<file path="src/rtl/cpu_dbg_pkg.sv">
// cpu_dbg_pkg: shared state encoding and record sizing for the CPU debug trace path.
package cpu_dbg_pkg;

    typedef enum logic [1:0] {IDLE, ARMED, POST, DONE} state_t;

    function automatic int rec_w(input int data_w);
        return 3 * data_w;
    endfunction

endpackage

</file>
<file path="src/rtl/trace_ram.sv">
// trace_ram: simple dual-port record store, synchronous write, registered read.
module trace_ram #(
    parameter int DEPTH = 16,
    parameter int W     = 96
) (
    input  logic                     clk,
    input  logic                     we,
    input  logic [$clog2(DEPTH)-1:0] waddr,
    input  logic [W-1:0]             wdata,
    input  logic                     re,
    input  logic [$clog2(DEPTH)-1:0] raddr,
    output logic [W-1:0]             rdata
);

    logic [W-1:0] mem [DEPTH];

    always_ff @(posedge clk) begin
        if (we) mem[waddr] <= wdata;
        if (re) rdata <= mem[raddr];
    end

endmodule

</file>
<file path="src/rtl/cpu_trace_buffer.sv">
// cpu_trace_buffer: circular commit-record capture with PC-match trigger window and
// oldest-first readout.
module cpu_trace_buffer
    import cpu_dbg_pkg::*;
#(
    parameter int DATA_W    = 32,
    parameter int DEPTH     = 16,
    parameter int POST_TRIG = 8
) (
    input  logic                       clk,
    input  logic                       rst,
    input  logic                       arm,
    input  logic                       trig_en,
    input  logic [DATA_W-1:0]          trig_pc,
    input  logic                       cap_valid,
    input  logic [DATA_W-1:0]          cap_pc,
    input  logic [DATA_W-1:0]          cap_instr,
    input  logic [DATA_W-1:0]          cap_result,
    input  logic                       rd_req,
    output logic                       rd_valid,
    output logic [3*DATA_W-1:0]        rd_data,
    output logic                       rd_last,
    output logic                       triggered,
    output logic                       done,
    output logic [$clog2(DEPTH):0]     count
);

    localparam int AW    = $clog2(DEPTH);
    localparam int CW    = AW + 1;
    localparam int REC_W = rec_w(DATA_W);

    state_t          state, state_nxt;
    logic [AW-1:0]   wr_ptr, rd_ptr, wr_nxt;
    logic [CW-1:0]   cnt_nxt, rd_left, post_cnt;
    logic            cap_en, hit, post_hit, rd_fire, enter_done;
    logic [REC_W-1:0] q;

    // arm takes priority over a same-cycle commit, so that record is dropped
    assign cap_en     = cap_valid && !arm && (state == ARMED || state == POST);
    assign hit        = cap_en && state == ARMED && trig_en && cap_pc == trig_pc;
    assign post_hit   = cap_en && state == POST && post_cnt + CW'(1) == CW'(POST_TRIG);
    assign rd_fire    = state == DONE && !arm && rd_req && rd_left != '0;
    assign wr_nxt     = cap_en ? wr_ptr + AW'(1) : wr_ptr;
    assign cnt_nxt    = cap_en && count != CW'(DEPTH) ? count + CW'(1) : count;
    assign enter_done = state != DONE && state_nxt == DONE;
    assign done       = state == DONE;
    assign rd_data    = rd_valid ? q : '0;

    always_comb begin
        state_nxt = state;
        if (arm) state_nxt = ARMED;
        else if (hit) state_nxt = POST_TRIG == 0 ? DONE : POST;
        else if (post_hit) state_nxt = DONE;
    end

    always_ff @(posedge clk) begin
        if (rst) state <= IDLE;
        else state <= state_nxt;
    end

    always_ff @(posedge clk) begin
        if (rst) begin
            wr_ptr    <= '0;
            rd_ptr    <= '0;
            count     <= '0;
            post_cnt  <= '0;
            rd_left   <= '0;
            triggered <= 1'b0;
            rd_valid  <= 1'b0;
            rd_last   <= 1'b0;
        end else begin
            rd_valid <= rd_fire;
            rd_last  <= rd_fire && rd_left == CW'(1);
            if (arm) begin
                wr_ptr    <= '0;
                rd_ptr    <= '0;
                count     <= '0;
                post_cnt  <= '0;
                rd_left   <= '0;
                triggered <= 1'b0;
            end else begin
                wr_ptr <= wr_nxt;
                count  <= cnt_nxt;
                if (hit) triggered <= 1'b1;
                if (cap_en && state == POST) post_cnt <= post_cnt + CW'(1);
                // a full buffer has cnt_nxt[AW-1:0]==0, so the oldest record sits at wr_nxt
                if (enter_done) begin
                    rd_ptr  <= wr_nxt - cnt_nxt[AW-1:0];
                    rd_left <= cnt_nxt;
                end else if (rd_fire) begin
                    rd_ptr  <= rd_ptr + AW'(1);
                    rd_left <= rd_left - CW'(1);
                end
            end
        end
    end

    trace_ram #(.DEPTH(DEPTH), .W(REC_W)) u_ram (
        .clk   (clk),
        .we    (cap_en),
        .waddr (wr_ptr),
        .wdata ({cap_pc, cap_instr, cap_result}),
        .re    (rd_fire),
        .raddr (rd_ptr),
        .rdata (q)
    );

endmodule

</file>
<file path="config.mk">
export PLATFORM = sky130hd
export DESIGN_NAME = cpu_trace_buffer
export DESIGN_NICKNAME = d
export VERILOG_FILES = /design/src/rtl/cpu_dbg_pkg.sv /design/src/rtl/trace_ram.sv /design/src/rtl/cpu_trace_buffer.sv
export SDC_FILE = /design/constraint.sdc
export NUM_CORES = 2
export LEC_CHECK = 0
export ABC_CLOCK_PERIOD_IN_PS = 6600
export CAP_MARGIN = 10
export CORE_ASPECT_RATIO = 2
export CORE_UTILIZATION = 40
export CTS_CLUSTER_DIAMETER = 80
export DETAILED_ROUTE_END_ITERATION = 12
export SLEW_MARGIN = 10
export SYNTH_ARGS = -nofsm -noshare
export SYNTH_HDL_FRONTEND = slang
export SYNTH_SLANG_ARGS = --single-unit
</file>
<file path="constraint.sdc">
create_clock -name clk -period 6.6 [get_ports clk]
set_input_delay 1.98 -clock clk [delete_from_list [all_inputs] [get_ports clk]]
set_output_delay 1.98 -clock clk [all_outputs]
set_load 0.05 [all_outputs]
</file>
==> metrics.cfg <==
[cts]
clock_latency_ns=0.79
root_buffer=clkbuf_16
cts_sinks=1660
hold_buffers=0
cts_max_path_buffers=4
h-tree-depth=4
cts_made_buffers=149
path_clk_slew_ns=0.07
postCtsResizedCells=0
postCtsSetupBuffers=0
cts_tree=done

[critical_path]
worst_r2r_path_depth=6
worstSetupStartpointType=flip-flop
worst_setup_path_end_kind=output pin
crit_required_ns=4.62
cp_max_fo=63
arrival_ns=3.31
path_class=reg2out
worstReg2RegEnd=u_ram.mem[3][85]
cp-startpoint=rd_valid
regToRegSetupSlack_ns=3.14
r2r-start=state[0]
crit_end=rd_data[44]

[yosys]
async_flop_share=0
yosysSeqAreaShare=0.786
synth_edf_count=1632
syn_nets=2721
yosys.cell_types.count=50
netlist_area_um2=63100
yosysWarnings=0
synthFlopType=edfxtp_1
ys_seq_elements=1660
avgSynthCellArea_um2=24.6
synthCells=2568

[timing]
timing.fmax_mhz=189
hold_violations=0
setup_tns_ns=0
slew_violations=0
period_needed_ns=5.29
max-slew-margin-rel=0.262
rsz0062_at_grt=false
skew_ns=0.0682
setup_viol_count_final=0
tightest_slew_ns=1.11
final.period_utilization=0.802

[drt]
first_iter_violations=2192
firstDrtPassIters=5
post_drt_wl_per_cell_um=29.4
vias=27900
wl_um=149000
ant_nets=0
vias_per_cell=5.49
drc=0

[hold_path]
hold_class=reg2reg

[grt]
grt_max_degree=115
grt_pass1_vias=30400
overflow=0
antenna_found_initial=25
track_usage=0.190
grt_pass1_wl_um=215000

[die]
die_w_um=283
die_y_um=564
rows=205
fp.dieArea_um2=159000
core_um2=156000
ios=239
start_util=0.404

[power]
ir_drop_mv=0.194
power_leakage_nw=21.6
p_per_area_nw_per_um2=279

[flow_run]
drv_cap=0

[cells_and_area]
multiInputGateArea_um2=13000
final_cell_mix=edfxtp_1 (1,632), mux4_2 (480), clkdlybuf4s50_1 (238)
fin_nets=3046
seqCellArea_um2=49600
drive_above_1_share=0.258
layout_commonest_cell=edfxtp_1
area_growth_pct=15.6
fillers=12600
finalNonFillerCells=5072

[placed_design]
dp_cells=4812
io_buffers=238
gp_congestion=0.820
dpl.hpwl_um=83800

[run_status]
status=complete, no violations

-- power breakdown --
group | internal [mW] | switching [mW]
Clock | 4.68 | 3.73
Combinational | 0.115 | 0.216
Sequential | 11.6 | 0.00445
Total | 16.4 | 3.95
-- cell usage after synthesis (all sizes together), types with 2 or more instances --
cell type / instances / area share
a21oi: 16 / 0.0014
xor2: 15 / 0.0021
and2: 113 / 0.011
o31a: 2 / 0.00028
nand4: 10 / 0.00099
and3: 6 / 0.00060
buf: 48 / 0.0042
mux4: 480 / 0.17
a311oi: 4 / 0.00075
nor3: 8 / 0.00063
clkbuf: 77 / 0.0046
dfxtp: 28 / 0.0089
nand3: 6 / 0.00048
nor2: 16 / 0.00095
nor3b: 2 / 0.00042
inv: 11 / 0.00065
nand2: 11 / 0.00077
nor4: 4 / 0.00050
xnor2: 37 / 0.0051
or3: 2 / 0.00020
o21ai: 5 / 0.00040
ha: 18 / 0.0036
edfxtp: 1632 / 0.78
o21a: 2 / 0.00036
-- per-stage QoR --
step	total power [mW]	cell area, um^2	hold WS (ns)	worst slack, ns	utilization
after detailed placement	12.1	68300	0.485	0.983	0.437
after global placement	12.1	68300	0.477	0.407	0.437
after CTS	20.5	72900	0.501	1.09	0.467
after global routing	20.9	72900	0.525	1.09	0.467
final	20.3	72900	0.499	1.31	0.467
after floorplan	11.9	63100	0.470	1.10	-
-- critical path, cell delays in order (launching register included) --
cell             delay [ns]
dfxtp_4                0.96
buf_4                  0.46
and2_1                 0.27
clkdlybuf4s50_1        0.83
-- how the worst min path moves through the flow --
stage / start / end / cells past startpoint
6_report: triggered / triggered / 1
5_1_grt: triggered / triggered / 1
4_1_cts: triggered / triggered / 1
3_5_place_dp: triggered / triggered / 1
3_3_place_gp: triggered / triggered / 1
2_1_floorplan: post_cnt[1] / post_cnt[1] / 2
-- layer usage --
| layer | track usage | routed length (um) | vias up |
|---|---|---|---|
| met3 | 0.0281 | 7370 | 230 |
| met2 | 0.345 | 80900 | 814 |
| met1 | 0.232 | 57000 | 15200 |
| li1 | - | - | 11600 |
| met5 | 0 | 171 | - |
| met4 | 0.0542 | 3620 | 26 |
-- registers in the layout (all words and copies together), names as in the netlist --
signal	flops
u_ram.mem	1536
u_ram.rdata	96
count	5
post_cnt	5
rd_left	5
rd_ptr	4
wr_ptr	4
state	2
rd_last	1
rd_valid	1
triggered	1
-- layout make-up --
class / count / area share
inverter: 11 / 0.000635
clock inverter: 77 / 0.00959
sequential: 1660 / 0.680
timing repair buffer: 299 / 0.0426
antenna: 6 / 0.000206
multi-input combinational: 772 / 0.178
tap: 2070 / 0.0355
clock buffer: 177 / 0.0537
-- cells by family after synthesis --
logic type               count (synthesis)  synth area share
adder cells (fa/ha/maj)                 19           0.00389
AO/OA/AOI/OAI                           35           0.00397
buffers and inverters                  136           0.00944
AND/OR/NAND/NOR                        186            0.0181
XOR/XNOR                                52           0.00722
flip-flops                            1660             0.786
multiplexers                           480             0.171
Power figures use the tool's default switching activity.
==> RTL edit 1: new RTL, same settings <==
Register the outputs `rd_data` and `done`, with the module's reset; this adds one clock of latency there. The other outputs are not delayed to match.
--- a/src/rtl/cpu_trace_buffer.sv
+++ b/src/rtl/cpu_trace_buffer.sv
@@ -43,8 +43,15 @@
     assign wr_nxt     = cap_en ? wr_ptr + AW'(1) : wr_ptr;
     assign cnt_nxt    = cap_en && count != CW'(DEPTH) ? count + CW'(1) : count;
     assign enter_done = state != DONE && state_nxt == DONE;
-    assign done       = state == DONE;
-    assign rd_data    = rd_valid ? q : '0;
+    always_ff @(posedge clk) begin
+        if (rst) begin
+            rd_data <= '0;
+            done    <= '0;
+        end else begin
+            rd_data <= rd_valid ? q : '0;
+            done    <= state == DONE;
+        end
+    end
 
     always_comb begin
         state_nxt = state;
Formal check against the unedited RTL: no difference found for any inputs over 4 cycles, from zero or initial values and one cycle with rst high; that may be too few to reach the edited logic, so the function may still have changed.
==> RTL edit 1 against the original RTL <==
Sequential cell count increased by 97. Largest power group unchanged. Final area is 3.6% higher. Power increased by 7.4%. Area after synthesis is 3.1% higher. Routed wire length rose by 2.8%. Synthesized cell count increased by 3.9%. Count of clock-buffer cells in the layout increased by 37. Non-clock buffer count up 2. Core utilization increased by 0.30 points. Critical path type is now input port to flop. Setup slack worse by 0.012 ns. Critical path depth is 3 higher.
==> RTL edit 1: results (changes against the original RTL) <==
Routability cong. = 0.773 (-5.8%)
Dpl hpwl = 85700 microns (+2.3%)
Number of H-tree levels = 4 (unchanged)
Post-Syn Instances = 2667 (+3.9%)
Synth top cells by count = 1632 x edfxtp_1, 480 x mux4_2, 125 x dfxtp_1, 113 x and2_1, 73 x clkbuf_1
Non-Filler Instances = 5229 (+3.1%)
Clock Root Buffer = clkbuf_16
EDFF count, synth = 1632 (unchanged)
Largest net degree at the start of global routing = 125 (+8.7%)
Critical path's largest stage delay = 1.05 ns (+0.09 ns)
Vias per cell = 5.49 (about the same)
All-Layer GR Usage = 18.8% (-0.15 points)
Cell variety after synth = 50 (unchanged)
Drt initial violations = 2583 (+18%)
M1 GR Usage = 22.8% (-0.40 points)
Global-route wire length before repair = 221000 microns (+2.4%)
Max stage delay cell, worst path = nor4_2
Final Skew = 0.0541 ns (-0.0141 ns)
Met2 Track Usage GR = 34.0% (-0.51 points)
CP Data Arrival Time = 5.98 ns (+2.67 ns)
Sequential element share of the synthesized area = 79.2% (+0.62 points)
Dpl cells = 4943 (+2.7%)
Post-Syn Nets = 2820 (+3.6%)
Initial antenna violation count = 23 (-8.0%)
Fraction of registers with async set/reset = 0% (unchanged)
Setup WS pre-CTS = 0.379 ns (-0.604 ns)
Fraction of layout cells with a size suffix above 1 = 26.0% (+0.21 points)
Nets = 3159 (+3.7%)
Worst skew pair latency = 0.81 ns (+0.02 ns)
Cts bufs inserted = 161 (+8.1%)
Busiest grt layer = met2
Clk buf depth = 4 (unchanged)
Synth warnings = 0 (unchanged)
Worst Hold Class = flop to flop
Global routing usage on met3 = 3.07% (+0.26 points)
Status = completed
Post-CTS Setup Inserts = 0 (unchanged)
PortBufs = 238 (unchanged)
Regs by FF count = u_ram.mem: 1536 flops, rd_data: 96 flops, u_ram.rdata: 96 flops
Cell types occupying the most area after synthesis = edfxtp_1 75%, mux4_2 17%, dfxtp_1 3.8%
CP top delay family = simple AND/OR/NAND/NOR gates
Sw Share = 19.3% (-0.18 points)
Cts repair resizes = 0 (unchanged)
Worst slew pin tran = 1.11 ns (+0.00392 ns)
Routed length per instance = 29.3 microns (-0.31%)
Critical Path Fanout Max = 17 (-73%)
Worst VDD drop = 0.191 mV (-1.4%)
Vias in the first global route = 31300 (+3.0%)
Worst-path clk slew = 0.07 ns (about the same)
DR pass1 iterations = 5 (unchanged)
Leakage power = 22.8 nW (+5.2%)
RTL edit 1: changes by cell type after synthesis, sizes merged:
cell | before | now
buf | 48 | 52
clkbuf | 77 | 73
dfxtp | 28 | 125
nor2b | 1 | 3
RTL edit 1: cells by family after synthesis:
kind of cell,count (synthesis),synth area share (%)
AO/OA/AOI/OAI,35,0.385
XOR/XNOR,52,0.700
adder cells (fa/ha/maj),19,0.377
buffers and inverters,136,0.918
flip-flops,1757,79.2
multiplexers,480,16.6
AND/OR/NAND/NOR,188,1.78
RTL edit 1: power groups by stage:
stage	Clock (mW)	Sequential, mW	Combinational (mW)
finish	9.34	12.2	0.328
global route	9.92	12.2	0.352
CTS	9.55	12.2	0.336
detailed placement	0	12.4	0.336
global placement	0	12.4	0.319
floorplan	0	12.4	0.0625
RTL edit 1: routing by layer:
metal,share of wire [%],vias to the layer above
met5,0.11,-
met4,3.0,26
met3,5.2,247
met2,54,936
met1,38,15600
li1,-,12000
RTL edit 1: cell type report:
| type | instances | area, sq um |
|---|---|---|
| Fill cell | 13000 | 85300 |
| Sequential cell | 1757 | 51500 |
| Multi-Input combinational cell | 774 | 13000 |
| Clock buffer | 214 | 4490 |
| Timing Repair Buffer | 301 | 3140 |
| Tap cell | 2100 | 2630 |
| Clock inverter | 69 | 739 |
| Inverter | 11 | 46.3 |
| Antenna cell | 3 | 7.51 |
RTL edit 1: worst paths after layout:
kind                        startpoint                           to  slack (ns)  cells past startpoint
min reg2reg  u_ram.rdata[84]$_DFFE_PP_       rd_data[84]$_SDFF_PP0_        0.44                      1
min          u_ram.rdata[84]$_DFFE_PP_       rd_data[84]$_SDFF_PP0_        0.44                      1
max                         cap_pc[17]       rd_ptr[1]$_SDFFE_PP0P_        1.30                      6
max reg2reg        state[0]$_SDFF_PP0_  u_ram.mem[11][69]$_DFFE_PP_        3.22                      6
RTL edit 1: through the flow:
step	utilization [%]	area, sq um	power [mW]
after floorplan	-	65000	12.5
after global placement	43.7	70300	12.7
after detailed placement	43.7	70300	12.7
after CTS	47.0	75600	22.1
after global routing	47.0	75600	22.4
final	47.0	75600	21.8
==> RTL edit 2: new RTL, config.mk and constraints unchanged <==
Without the edit above. The parameter `POST_TRIG` goes from 8 to 6.
--- a/src/rtl/cpu_trace_buffer.sv
+++ b/src/rtl/cpu_trace_buffer.sv
@@ -5,7 +5,7 @@
 #(
     parameter int DATA_W    = 32,
     parameter int DEPTH     = 16,
-    parameter int POST_TRIG = 8
+    parameter int POST_TRIG = 6
 ) (
     input  logic                       clk,
     input  logic                       rst,
Behaviour: same outputs for any inputs over 4 cycles, from zero or initial values and one cycle with rst high; that may be too few to reach the edited logic, so the function may still have changed.
==> RTL edit 2 against the original RTL <==
Combinational power is 6.0% lower. Setup slack better by 0.12 ns. Final area is 0.19% higher. Power is 0.35% higher. Critical path depth stayed put. Register-to-register slack better by 0.16 ns. Clock power is 1% higher. Sequential cell count stayed put. Routed wire length is 1.7% higher. Area after synthesis is 0.12% lower. Sequential share of layout area is 0.13 points lower. Largest cell class unchanged.
==> RTL edit 2: results (changes against the original RTL) <==
Status = completed
Worst r2r path cells = 4 (-2)
Critical Path Fanout Max = 50 (-21%)
Vias per cell = 5.56 (+1.1%)
Initial antenna violation count = 16 (-36%)
Leakage power = 21.8 nW (+0.59%)
Setup WS pre-CTS = 1.10 ns (+0.121 ns)
Cell types occupying the most area after synthesis = edfxtp_1 78%, mux4_2 17%, and2_1 1.1%
Setup crit end = rd_data[39]
Dpl cells = 4811 (-0.021%)
Synth top cells by count = 1632 x edfxtp_1, 480 x mux4_2, 114 x and2_1, 78 x clkbuf_1, 41 x buf_2
Routability cong. = 0.758 (-7.5%)
Dpl hpwl = 81600 microns (-2.6%)
RR Startpoint = rd_ptr[0]$_SDFFE_PP0P_
Via count = 28200 (+1.1%)
Endpoint, Worst Hold = post_cnt[4]$_SDFFE_PP0P_
All-Layer GR Usage = 19.3% (+0.28 points)
Hold path cells = 2 (+1)
Tightest hold margin = 0.546 ns (+0.0474 ns)
Critical Path Start = rd_valid$_SDFF_PP0_
CP Data Arrival Time = 3.19 ns (-0.12 ns)
Critical path's largest stage delay = 0.85 ns (-0.11 ns)
WL met1 = 58300 microns (+2.2%)
Met3 wire length = 7220 microns (-1.9%)
Final Skew = 0.0631 ns (-0.00513 ns)
M1 GR Usage = 23.6% (+0.45 points)
Nets = 3048 (+0.066%)
Setup WS post-layout = 1.43 ns (+0.121 ns)
Chip width = 283 microns (about the same)
Syn_area_per_cell = 24.6 sq um (about the same)
WL met2 = 82300 microns (+1.7%)
Cell variety after synth = 45 (-10%)
Met2 Track Usage GR = 34.9% (+0.43 points)
Clock Root Buffer = clkbuf_16
Drt total wl = 152000 microns (+1.7%)
Vias in the first global route = 30600 (+0.70%)
Cts bufs inserted = 152 (+2.0%)
R2r endpoint = u_ram.rdata[9]$_DFFE_PP_
DR pass1 iterations = 6 (+1)
Worst slew pin tran = 1.05 ns (-0.0583 ns)
Worst VDD drop = 0.166 mV (-14%)
Global routing usage on met3 = 2.88% (+0.069 points)
Fillers = 12600 (-0.26%)
Post-Syn Nets = 2716 (-0.18%)
Hold Startpoint = post_cnt[4]$_SDFFE_PP0P_
Global-route wire length before repair = 218000 microns (+1.2%)
==> RTL edit 2: changes by cell type in the layout (fill, tap and decap cells not counted), sizes merged, moves of 5 or more <==
cell / delta
xnor2: -22
xor2: +22
clkbuf: +12
a21oi: -9
clkinv: -6
nor4: +5
==> RTL edit 2: per-stage QoR <==
stage	cell area (sq um)	power, mW	util (%)
6_report	73100	20.4	46.8
3_5_place_dp	68400	12.1	43.8
2_1_floorplan	63000	11.9	-
3_3_place_gp	68400	12.1	43.8
4_1_cts	73100	20.6	46.8
5_1_grt	73100	20.9	46.8
==> RTL edit 2: layout make-up <==
| cell class | count | area [sq um] | area share [%] |
|---|---|---|---|
| sequential | 1660 | 49600 | 67.9 |
| multi-input combinational | 767 | 12900 | 17.7 |
| inverter | 12 | 50.0 | 0.0685 |
| timing repair buffer | 302 | 3260 | 4.47 |
| antenna | 3 | 7.51 | 0.0103 |
| tap | 2070 | 2590 | 3.55 |
| clock inverter | 69 | 612 | 0.837 |
| clock buffer | 189 | 4050 | 5.54 |
==> RTL edit 2: cell families after synthesis <==
group	share of synthesized area, %
compound gates	0.290
xor+xnor	0.759
fa+ha+maj	0.389
buf+inv	0.910
flops	78.7
mux	17.2
simple gates	1.79
==> RTL edit 2: worst reg2reg max path, delay by kind of cell (launching register included) <==
family	cells	cell delay, ns
multiplexers	2	1.24
flip-flops	1	0.93
buffers and inverters	2	0.85
==> RTL edit 2: where the power goes <==
group,total [mW],switching (mW),internal (mW)
logic,0.311,0.200,0.111
registers,11.6,0.00448,11.6
clock network,8.51,3.76,4.74
